**config.mk**
```make
export PLATFORM = sky130hd
export DESIGN_NAME = dense_bram_seq_ctrl
export DESIGN_NICKNAME = d
export VERILOG_FILES = /design/src/rtl/dense_bram_seq_ctrl.sv
export SDC_FILE = /design/constraint.sdc
export NUM_CORES = 1
export LEC_CHECK = 0
export ABC_CLOCK_PERIOD_IN_PS = 3600
export CAP_MARGIN = 10
export CORE_AREA = 2 2 216 218
export DETAILED_ROUTE_END_ITERATION = 10
export DIE_AREA = 0 0 218 220
export MAX_ROUTING_LAYER = met4
export RECOVER_POWER = 25
export REMOVE_ABC_BUFFERS = 1
export SYNTH_ARGS = -nofsm -noshare
export SYNTH_HDL_FRONTEND = slang
export SYNTH_SLANG_ARGS = --single-unit
```
**constraint.sdc**
```tcl
create_clock -name clk -period 3.6 [get_ports clk]
set_input_delay 0.72 -clock clk [delete_from_list [all_inputs] [get_ports clk]]
set_output_delay 0.72 -clock clk [all_outputs]
set_load 0.005 [all_outputs]
```
**src/rtl/dense_bram_seq_ctrl.sv**
```systemverilog
// Sequencing controller for the dense-waveform BRAM wrapper: streams a waveform
// into BRAM, hands the wrapper over to generator mode for playback, then flushes.
module dense_bram_seq_ctrl #(
    parameter  int DATA_WIDTH   = 257,
    parameter  int BRAM_DEPTH   = 600,
    parameter  int FLUSH_CYCLES = 4,
    localparam int AW           = $clog2(BRAM_DEPTH)
) (
    input  logic                  clk,
    input  logic                  rst,
    input  logic [DATA_WIDTH-1:0] wave_line,
    input  logic                  wave_valid,
    input  logic                  wave_last,
    output logic                  wave_ready,
    input  logic                  run,
    input  logic                  halt,
    input  logic                  dac_rdy,
    output logic [AW-1:0]         bram_addr,
    output logic [DATA_WIDTH-1:0] bram_line_in,
    output logic                  bram_we,
    output logic                  bram_en,
    output logic                  bram_gen_mode,
    output logic                  bram_rst_gen_mode,
    output logic                  bram_next,
    input  logic                  bram_valid_line_out,
    input  logic                  bram_write_rdy,
    output logic                  loaded,
    output logic                  playing,
    output logic [AW:0]           num_lines,
    output logic                  wrap,
    output logic                  err_overflow
);

    localparam int            FW         = $clog2(FLUSH_CYCLES + 1);
    localparam logic [AW-1:0] LAST_ADDR  = AW'(BRAM_DEPTH - 1);
    localparam logic [FW-1:0] FLUSH_LAST = FW'(FLUSH_CYCLES - 1);

    typedef enum logic [2:0] {
        S_IDLE,
        S_LOAD,
        S_LOADED,
        S_PLAY,
        S_FLUSH
    } state_t;

    state_t                  state_q, state_d;
    logic [AW-1:0]           wr_ptr_q, wr_ptr_d;
    logic [AW-1:0]           play_cnt_q, play_cnt_d;
    logic [FW-1:0]           flush_cnt_q, flush_cnt_d;
    logic [AW:0]             num_lines_q, num_lines_d;
    logic                    loaded_q, loaded_d;
    logic                    err_overflow_q, err_overflow_d;
    logic                    we_q, we_d;
    logic [AW-1:0]           addr_q, addr_d;
    logic [DATA_WIDTH-1:0]   line_q, line_d;
    logic                    gen_mode_q, gen_mode_d;
    logic                    rst_gen_q, rst_gen_d;
    logic                    playing_q, playing_d;
    logic                    rst_dly_q;

    logic                    load_state;
    logic                    accept;
    logic                    next_fire;
    logic                    play_last;
    logic [AW-1:0]           load_addr;

    assign load_state = (state_q == S_IDLE) || (state_q == S_LOAD) || (state_q == S_LOADED);
    assign wave_ready = bram_write_rdy && load_state && !(state_q == S_LOADED && run);
    assign accept     = wave_valid && wave_ready;
    assign next_fire  = (state_q == S_PLAY) && dac_rdy && bram_valid_line_out;
    assign play_last  = ({1'b0, play_cnt_q} == (num_lines_q - (AW+1)'(1)));
    // Any accept outside LOAD starts a fresh waveform at address 0.
    assign load_addr  = (state_q == S_LOAD) ? wr_ptr_q : '0;

    always_comb begin
        // NOTE: every _d gets a default here so no path can infer a latch.
        state_d        = state_q;
        wr_ptr_d       = wr_ptr_q;
        play_cnt_d     = play_cnt_q;
        flush_cnt_d    = flush_cnt_q;
        num_lines_d    = num_lines_q;
        loaded_d       = loaded_q;
        err_overflow_d = err_overflow_q;
        we_d           = 1'b0;
        addr_d         = addr_q;
        line_d         = line_q;
        gen_mode_d     = gen_mode_q;
        rst_gen_d      = rst_dly_q;
        playing_d      = playing_q;

        case (state_q)
            S_IDLE, S_LOAD, S_LOADED: begin
                if (state_q == S_LOADED && run) begin
                    state_d    = S_PLAY;
                    gen_mode_d = 1'b1;
                    playing_d  = 1'b1;
                end else if (accept) begin
                    we_d     = 1'b1;
                    addr_d   = load_addr;
                    line_d   = wave_line;
                    wr_ptr_d = load_addr + AW'(1);
                    state_d  = S_LOAD;
                    if (state_q != S_LOAD) begin
                        loaded_d       = 1'b0;
                        err_overflow_d = 1'b0;
                    end
                    // Running out of BRAM closes the waveform as if last were seen.
                    if (wave_last || load_addr == LAST_ADDR) begin
                        num_lines_d    = {1'b0, load_addr} + (AW+1)'(1);
                        loaded_d       = 1'b1;
                        err_overflow_d = !wave_last;
                        wr_ptr_d       = '0;
                        state_d        = S_LOADED;
                    end
                end
            end

            S_PLAY: begin
                if (next_fire) begin
                    play_cnt_d = play_last ? '0 : play_cnt_q + AW'(1);
                end
                if (halt || !run) begin
                    state_d     = S_FLUSH;
                    gen_mode_d  = 1'b0;
                    rst_gen_d   = 1'b1;
                    playing_d   = 1'b0;
                    flush_cnt_d = '0;
                end
            end

            S_FLUSH: begin
                if (flush_cnt_q == FLUSH_LAST) begin
                    state_d     = S_LOADED;
                    play_cnt_d  = '0;
                    flush_cnt_d = '0;
                end else begin
                    flush_cnt_d = flush_cnt_q + FW'(1);
                end
            end

            default: state_d = S_IDLE;
        endcase
    end

    always_ff @(posedge clk) begin
        if (rst) begin
            // NOTE: state is cleared with non-blocking assignments like every other flop update.
            state_q        <= S_IDLE;
            wr_ptr_q       <= '0;
            play_cnt_q     <= '0;
            flush_cnt_q    <= '0;
            num_lines_q    <= '0;
            loaded_q       <= 1'b0;
            err_overflow_q <= 1'b0;
            we_q           <= 1'b0;
            addr_q         <= '0;
            line_q         <= '0;
            gen_mode_q     <= 1'b0;
            rst_gen_q      <= 1'b1;
            playing_q      <= 1'b0;
            rst_dly_q      <= 1'b1;
        end else begin
            state_q        <= state_d;
            wr_ptr_q       <= wr_ptr_d;
            play_cnt_q     <= play_cnt_d;
            flush_cnt_q    <= flush_cnt_d;
            num_lines_q    <= num_lines_d;
            loaded_q       <= loaded_d;
            err_overflow_q <= err_overflow_d;
            we_q           <= we_d;
            addr_q         <= addr_d;
            line_q         <= line_d;
            gen_mode_q     <= gen_mode_d;
            rst_gen_q      <= rst_gen_d;
            playing_q      <= playing_d;
            rst_dly_q      <= 1'b0;
        end
    end

    assign bram_addr         = addr_q;
    assign bram_line_in      = line_q;
    assign bram_we           = we_q;
    assign bram_en           = we_q;
    assign bram_gen_mode     = gen_mode_q;
    assign bram_rst_gen_mode = rst_gen_q;
    assign bram_next         = next_fire;
    assign wrap              = next_fire && play_last;
    assign loaded            = loaded_q;
    assign playing           = playing_q;
    assign num_lines         = num_lines_q;
    assign err_overflow      = err_overflow_q;

endmodule

```
==> metrics.md <==
| Metric | Value |
|---|---|
| Worst slew margin relative to its limit | -0.626 |
| Pin slew with the least headroom to its limit | 2440 ps |
| Layout cell share with drive strength beyond 1 | 0.0472 |
| Avg Inst Size Synth | a little under 8 µm² |
| Final Critical Period | between 3000 and 4000 ps |
| Failing checks | max-capacitance violations, max-slew violations |
| DRC | 0 |
| Max Cap Violations | 1 |
| Vias in the first global route | about 11k |
| DIE HEIGHT | 220 µm |
| Hold buffer count at cts | 0 |
| Status | finished with violations |
| Max Clock Freq | about 0.30 GHz |
| Worst clock skew | around 12 ps |
| Sequential area share after synthesis | 0.536 |
| Sequential fraction of design power | 0.421 |
| Drt first pass iters | 6 |
| Synth Warn # | 0 |
| Pint | about 6700 µW |
| Port Buf Inserts | between 500 and 600 |
| Crit path max fanout | 6 |
| DP HPWL | ~29000 µm |
| CP Data Arrival Time | about 2600 ps |
| Initial core utilization | 0.252 |
| Grt total ovfl | 0 |
| Asr flop ratio synth | 0 |
| # setup viols final | 0 |
| # rows | between 70 and 80 |
| Die Area | ~48000 µm² |
| Worst-path clk slew | ~60 ps |
| Power share of the combinational group | 0.136 |
| Chip width | around 220 µm |
| Crit Path Category | flop to output port |
| CTS tree | done |
| Setup total negative slack | 0 ps |
| Max incr delay on CP | approximately 490 ps |
| Clk buf depth | 3 |
| Clock Power Share | 0.443 |
| Power Dens Cells | 464 nW/µm² |
| Switch share | 0.240 |
| Period utilisation layout | 0.928 |
| GRT Util Overall | 0.165 |
| Maximum VDD drop | between 0.3 and 0.4 mV |
| RSZ-0062 raised after global routing | no |
| Antenna violations before repair | 2 |
| Final WL | between 40000 and 50000 µm |
| Power Total | slightly below 9000 µW |
| Synth Cell Area | between 10000 and 15000 µm² |
| Largest net degree at the start of global routing | approximately 150 |
| Synth cell types | 56 |
| CP Capture Type | output port |
| CTS H-Tree Depth | 2 |
| Detail Route Antenna Nets | 0 |
| Vias | 11.7k |
| Worst skew pair latency | 530 ps |
| Final Max Tran Viols | between 100 and 150 |
| Layout Nets | ~2.2k |
| GPL Wtd Cong | 0.831 |
| Slowest CP cell | or4b_4 |
| Worst-path cell chain | inv_1 -> ha_2 -> or4b_4 -> o211ai_1 -> nor3b_1 -> nor3_2 -> nor4_1 -> dlygate4sd2_1 |
| Detailed Route Iter0 Violations | 593 |
| Routed len/inst | between 15 and 20 µm |
| Number of buffers created by CTS | 38 |
| Synthesis-to-finish area growth | 63.8% |
| Post-synth EDFFs | 0 |
| Placeable Area | approximately 46000 µm² |
| Pleak | approximately 0.007 µW |
| Final Hold Vio Count | 0 |
| Worst EP required | 2880 ps |
| CTS Sinks | 310 |
| Post-synth top flop | dfxtp_1 |
| First-pass GRT wire length | between 60000 and 70000 µm |
| CTS root buf | clkbuf_16 |
| I/O Pins | between 500 and 600 |
| Number of synthesized register bits | 310 |
| Cell count after synthesis | roughly 1.5k |
| Critical path startpoint category | flop |
| Sw Pwr | ~2100 µW |
| Via/cell ratio | around 4.5 |
| Worst hold path type | flop to flop |
[sequential cells by signal, indices dropped and copies added, names as in the netlist]
name,cells
playing,1
flush_cnt_q,3
bram_rst_gen_mode,1
wr_ptr_q,10
bram_line_in,257
state_q,3
bram_en,1
bram_addr,10
num_lines,11
play_cnt_q,10
loaded,1
rst_dly_q,1
err_overflow,1
[metrics by stage]
step	util	std cells	setup slack, ps	hold WS [ps]	instance area [µm²]
global route	0.413	2602	130	421	19000
finish	0.413	2602	259	403	19000
global placement	0.385	2533	468	400	17700
CTS	0.414	2600	242	412	19000
detailed placement	0.385	2533	434	399	17700
floorplan	-	1357	-5540	390	11100
[final timing paths]
kind,start,cells past startpoint,slack (ps),end
setup reg to reg,state_q[0],8,700,num_lines[8]
hold reg to reg,rst_dly_q,1,400,bram_rst_gen_mode
setup / recovery,num_lines[0],8,260,wrap
hold / removal,rst_dly_q,1,400,bram_rst_gen_mode
[timing repair]
action	4_1_cts	5_1_grt
buffers inserted	1	0
resized for setup	4	0
setup endpoints to repair	1	0
[routing by layer]
layer,vias up,global-route usage,part of all wire
li1,5816,-,-
met1,5401,0.196,0.41
met2,402,0.263,0.48
met3,67,0.0566,0.082
met4,0,0.0485,0.023
met5,-,-,0
[cell usage after synthesis, types with 3 or more instances]
library cell / number / area share
a211oi_1: 13 / 0.0084
a21oi_1: 284 / 0.12
a22oi_1: 7 / 0.0045
and2_1: 4 / 0.0022
and3_1: 4 / 0.0022
buf_1: 3 / 0.00097
buf_2: 14 / 0.0061
clkbuf_1: 88 / 0.029
dfxtp_1: 310 / 0.54
ha_1: 4 / 0.0043
inv_1: 8 / 0.0026
nand2_1: 560 / 0.18
nand2b_1: 4 / 0.0022
nand3_1: 18 / 0.0078
nand3b_1: 3 / 0.0019
nand4_1: 5 / 0.0027
nor2_1: 36 / 0.012
nor2b_1: 3 / 0.0016
nor3_1: 6 / 0.0026
nor3b_1: 4 / 0.0026
nor4_1: 6 / 0.0032
o21ai_0: 12 / 0.0052
or3_1: 3 / 0.0016
xnor2_1: 18 / 0.014
xor2_1: 11 / 0.0083
[power groups by stage]
stage                     Sequential (µW)  Clock (µW)  Combinational [µW]
after CTS                            3700        4030                1240
after global routing                 3720        4170                1310
after floorplan                      3780           0                 420
after global placement               3770           0                1230
final                                3700        3900                1200
after detailed placement             3770           0                1230
[cell type report]
class                   count  area (µm²)
diodes                      2        5.00
clock buffers              58        1190
clock inverters             8        98.8
fillers                  4638       26900
inverters                   8        30.0
multi-input cells        1039        4900
flip-flops and latches    310        6210
well taps                 607         759
repair buffers            570        5770
[cell usage in the layout (no fill, tap or decap), types with 8 or more instances in the layout]
cell type        synthesis  routed
a211oi_1                13      13
a21oi_1                284     284
buf_12                   0       9
clkbuf_16                0      41
clkbuf_8                 0      10
clkdlybuf4s50_1          0     420
dfxtp_1                310     309
dlygate4sd3_1            0     131
inv_1                    8       8
nand2_1                560     560
nand3_1                 18      18
nor2_1                  36      36
o21ai_0                 12      12
xnor2_1                 18      18
xor2_1                  11      11
[critical path, delay by kind of cell, from the launching register on]
family | cells | cell delay [ps]
adder cells (fa/ha/maj) | 1 | 210
flip-flops | 1 | 350
AND/OR/NAND/NOR | 4 | 970
buffers and inverters | 2 | 340
AO/OA/AOI/OAI | 1 | 210
[logic make-up (layout without fill, tap and decap cells)]
group	after synthesis	in the layout	synth area share
and+or+nand+nor	673	673	0.240
AOI/OAI and AO/OA	333	333	0.157
DFF	310	310	0.536
buffers and inverters	117	644	0.0414
xor gates and xnor gates	29	29	0.0219
adders and majority gates	4	4	0.00432
other	0	2	0
Power figures use the tool's default switching activity.
